**src/rtl/gpio_input_debounce.sv**
```systemverilog
// Conditions raw board inputs: 2-FF synchronizer, per-bit debounce,
// sticky rise/fall change flags and a maskable interrupt.
module gpio_input_debounce #(
    parameter int WIDTH           = 4,
    parameter int DEBOUNCE_CYCLES = 16,
    parameter int CNT_W           = 5
) (
    input  logic             CLK,
    input  logic             RESET,
    input  logic [WIDTH-1:0] PIN_IN,
    input  logic             RD_GPIO,
    input  logic             WR_MASK,
    input  logic [WIDTH-1:0] DIN,
    output logic [WIDTH-1:0] GPI,
    output logic [WIDTH-1:0] RISE_FLAGS,
    output logic [WIDTH-1:0] FALL_FLAGS,
    output logic             IRQ
);

    localparam logic [CNT_W-1:0] CNT_MAX = CNT_W'(DEBOUNCE_CYCLES - 1);

    logic [WIDTH-1:0] s1;
    logic [WIDTH-1:0] s2;
    logic [WIDTH-1:0] gpi_q;
    logic [WIDTH-1:0] rise_q;
    logic [WIDTH-1:0] fall_q;
    logic [WIDTH-1:0] mask_q;
    logic [WIDTH-1:0] accept;
    logic [CNT_W-1:0] cnt [WIDTH];

    // A bit is accepted on the edge that would complete its stable run.
    always_comb begin
        accept = '0;
        for (int i = 0; i < WIDTH; i++) begin
            accept[i] = (s2[i] != gpi_q[i]) && (cnt[i] == CNT_MAX);
        end
    end

    always_ff @(posedge CLK or posedge RESET) begin
        if (RESET) begin
            s1     <= '0;
            s2     <= '0;
            gpi_q  <= '0;
            rise_q <= '0;
            fall_q <= '0;
            mask_q <= '0;
            for (int i = 0; i < WIDTH; i++) begin
                cnt[i] <= '0;
            end
        end else begin
            s1 <= PIN_IN;
            s2 <= s1;
            for (int i = 0; i < WIDTH; i++) begin
                if (s2[i] == gpi_q[i] || accept[i]) begin
                    cnt[i] <= '0;
                end else begin
                    cnt[i] <= cnt[i] + 1'b1;
                end
            end
            gpi_q <= gpi_q ^ accept;
            // New events OR in after the read clear so none is lost.
            rise_q <= (RD_GPIO ? '0 : rise_q) | (accept & s2);
            fall_q <= (RD_GPIO ? '0 : fall_q) | (accept & ~s2);
            if (WR_MASK) begin
                mask_q <= DIN;
            end
        end
    end

    assign GPI        = gpi_q;
    assign RISE_FLAGS = rise_q;
    assign FALL_FLAGS = fall_q;
    assign IRQ        = |((rise_q | fall_q) & mask_q);

endmodule
```
**config.mk**
```make
export PLATFORM = sky130hd
export DESIGN_NAME = gpio_input_debounce
export DESIGN_NICKNAME = d
export VERILOG_FILES = /design/src/rtl/gpio_input_debounce.sv
export SDC_FILE = /design/constraint.sdc
export NUM_CORES = 1
export LEC_CHECK = 0
export BUFFER_PORTS_ARGS = -buffer_cell sky130_fd_sc_hd__buf_2
export CAP_MARGIN = 20
export CORE_MARGIN = 2
export CORE_UTILIZATION = 35
export DETAILED_ROUTE_END_ITERATION = 8
export SLEW_MARGIN = 10
export SYNTH_ARGS = -nofsm -noshare
export SYNTH_HDL_FRONTEND = slang
export SYNTH_SLANG_ARGS = --single-unit
```
**constraint.sdc**
```tcl
create_clock -name CLK -period 2.45 [get_ports CLK]
set_input_delay 0.49 -clock CLK [delete_from_list [all_inputs] [get_ports CLK]]
set_output_delay 0.49 -clock CLK [all_outputs]
set_load 0.01 [all_outputs]
```
==> reports/results.ini <==
[timing]
skew_ns = 0.00834
fin_crit_ns = 1.74
timing.fmax_ghz = 0.576
maxSlewViolCount = 0
finalSetupViolCount = 0
tightest_slew_ns = 0.543
hold_violations = 0
period_share_pct = 70.8
fin_ws_ns = 0.715
setup-tns-final_ns = 0
slew_headroom_pct = 63.8
rsz0062_at_grt = false

[global_routing]
grt_max_degree = 45
gr-usage-all-layers_pct = 11.1
gr-total-overflow = 0
antenna_found_initial = 0
grt_pass1_vias = 1038
grt_pass1_wl_mm = 4.44

[synthesis]
synth.area.top_cells = dfrtp_1, ha_1, inv_1
ys_seq_area_share_pct = 64.3
yosys_register_bits = 44
synth_top_area_cell = dfrtp_1
synth_top_area_share_pct = 64.3
ys.warnings.count = 0
netlist_area_um2 = 1710
syn_avg_cell_area_um2 = 11.7
synthCells = 146
synth.distinct_cells = 15
synth.net_count = 166

[power]
power_leakage_nw = 1.01
p_comb_share_pct = 5.1
power.share.sequential_pct = 56.1
swShare_pct = 21.0
irDropWorstVdd_uv = 260
p_per_area_nw_per_um2 = 678
power.net_switching_uw = 289
internal-power_mw = 1.09
p_clk_share_pct = 38.8

[die]
dieArea_um2 = 5470
start_util_pct = 36.2
chipWidth_um = 73.9
die_h_um = 73.9
core_area_um2 = 4720
rows = 25
ios = 25

[placed_design]
finalWeightedCongestion = 0.668
placed_cells = 238
io_buffer_count = 24
dp_slack_ns = 0.997
placed_cell_area_um2 = 1920
dp.final_hpwl_mm = 1.89

[critical_path]
reg2reg_from = cnt[15]
crit_required_ns = 1.96
end_kind = primary output
worstPathArrival_ns = 1.25
setup.worst_path.end = IRQ
cp_max_fo = 3
worstSetupPathType = reg2out
r2r_end = cnt[17]
critPathLaunch = RISE_FLAGS[3]
ff2ff_setup_slack_ns = 1.01
r2r_cells = 5
crit_path_start_kind = flop

[job]
max_cap_viol_count = 0

[clocking]
postCtsSetupBuffers = 0
cts_buffers = 5
cts_buffer_depth = 2
root_buffer = clkbuf_8
cts_tree = done
cts.sinks = 44
clock_latency_ns = 0.29
cts_max_level = 2
post_cts_resized = 0
clk_transition_reported_paths_ns = 0.08
holdBufCountCts = 0

[route]
wl_per_cell_um = 10.7
postRouteAntennaNets = 0
vias = 1062
wl_mm = 2.64
drt_first_pass_iters = 4
first_iter_violations = 31
route.detailed.drc = 0
viasPerCell = 4.32

[finish]
final_common_cell = dfrtp_1
final_cell_area_um2 = 2030
layout.nets = 198
antenna_cells = 0
syn_to_final_growth_pct = 18.6
final_cell_mix = dfrtp_1, buf_2, inv_1, nor2_1, o21ai_0
finalNonFillerCells = 246
drive_gt1_share_pct = 20.1

[status]
status = complete, no violations

[min_path]
hp-class = in2reg
hold_path_depth = 1

[cell families after synthesis]
group / after synthesis / synth area share (%)
flip-flops: 44 / 64.3
AND/OR/NAND/NOR: 41 / 11.5
buffers and inverters: 21 / 4.61
AO/OA/AOI/OAI: 16 / 4.97
XOR/XNOR: 12 / 6.14
adder cells (fa/ha/maj): 8 / 5.85
multiplexers: 4 / 2.63
[layer usage]
metal  wire, µm  share of wire, %  vias to the layer above  track usage [%]
met1       1270                48                      511             13.9
met2       1220                46                       22             16.8
met4         34               1.3                        0             6.67
li1           -                 -                      527                -
met3        113               4.3                        2             3.79
met5          0                 0                        -                0
[worst min-delay path by stage]
stage          startpoint    end  slack, ns
2_1_floorplan       s1[0]  s2[0]       0.33
3_3_place_gp        s1[2]  s2[2]       0.33
3_5_place_dp        s1[0]  s2[0]       0.33
4_1_cts         PIN_IN[2]  s1[2]       0.29
5_1_grt         PIN_IN[2]  s1[2]       0.28
6_report        PIN_IN[2]  s1[2]       0.30
[through the flow]
| step | hold slack, ns | util (%) | total power, mW |
|---|---|---|---|
| 6_report | 0.299 | 43.0 | 1.38 |
| 2_1_floorplan | 0.331 | - | 0.832 |
| 4_1_cts | 0.288 | 43.0 | 1.40 |
| 3_3_place_gp | 0.333 | 40.7 | 0.857 |
| 3_5_place_dp | 0.335 | 40.7 | 0.859 |
| 5_1_grt | 0.282 | 43.0 | 1.44 |
[synthesized netlist by cell type]
library cell  count
dfrtp_1          44
inv_1            21
nor2_1           20
o21ai_0          12
ha_1              8
xor2_1            8
and3_1            4
mux2_2            4
nand2_1           4
nand2b_1          4
nand3_1           4
nand3b_1          4
o22ai_1           4
xnor2_1           4
nand4_1           1
[power groups by stage]
stage               clock [mW]  combinational [mW]  sequential, mW
floorplan                    0              0.0491           0.783
global placement             0              0.0711           0.786
detailed placement           0              0.0725           0.787
CTS                      0.558              0.0727           0.773
global route             0.585              0.0831           0.776
finish                   0.535              0.0700           0.772
[worst max-delay path, stage by stage, from the launching register on]
cell and delay (ns):
dfrtp_1 0.40, o21ai_0 0.28, nand4_1 0.12, buf_2 0.15
[area by class of cell]
cell class              instances  area (µm²)
fillers                       468        2690
well taps                      67        83.8
inverters                      21        78.8
flip-flops and latches         44        1100
multi-input cells              81         532
clock inverters                 2        35.0
clock buffers                   6        72.6
repair buffers                 25         128
[registers in the layout, indices dropped and copies added, names as in the netlist, named ones only]
| register | count |
|---|---|
| FALL_FLAGS | 4 |
| cnt | 20 |
| s2 | 4 |
| mask_q | 4 |
| RISE_FLAGS | 4 |
| s1 | 4 |
No activity file was read; power rests on OpenSTA's default activity.
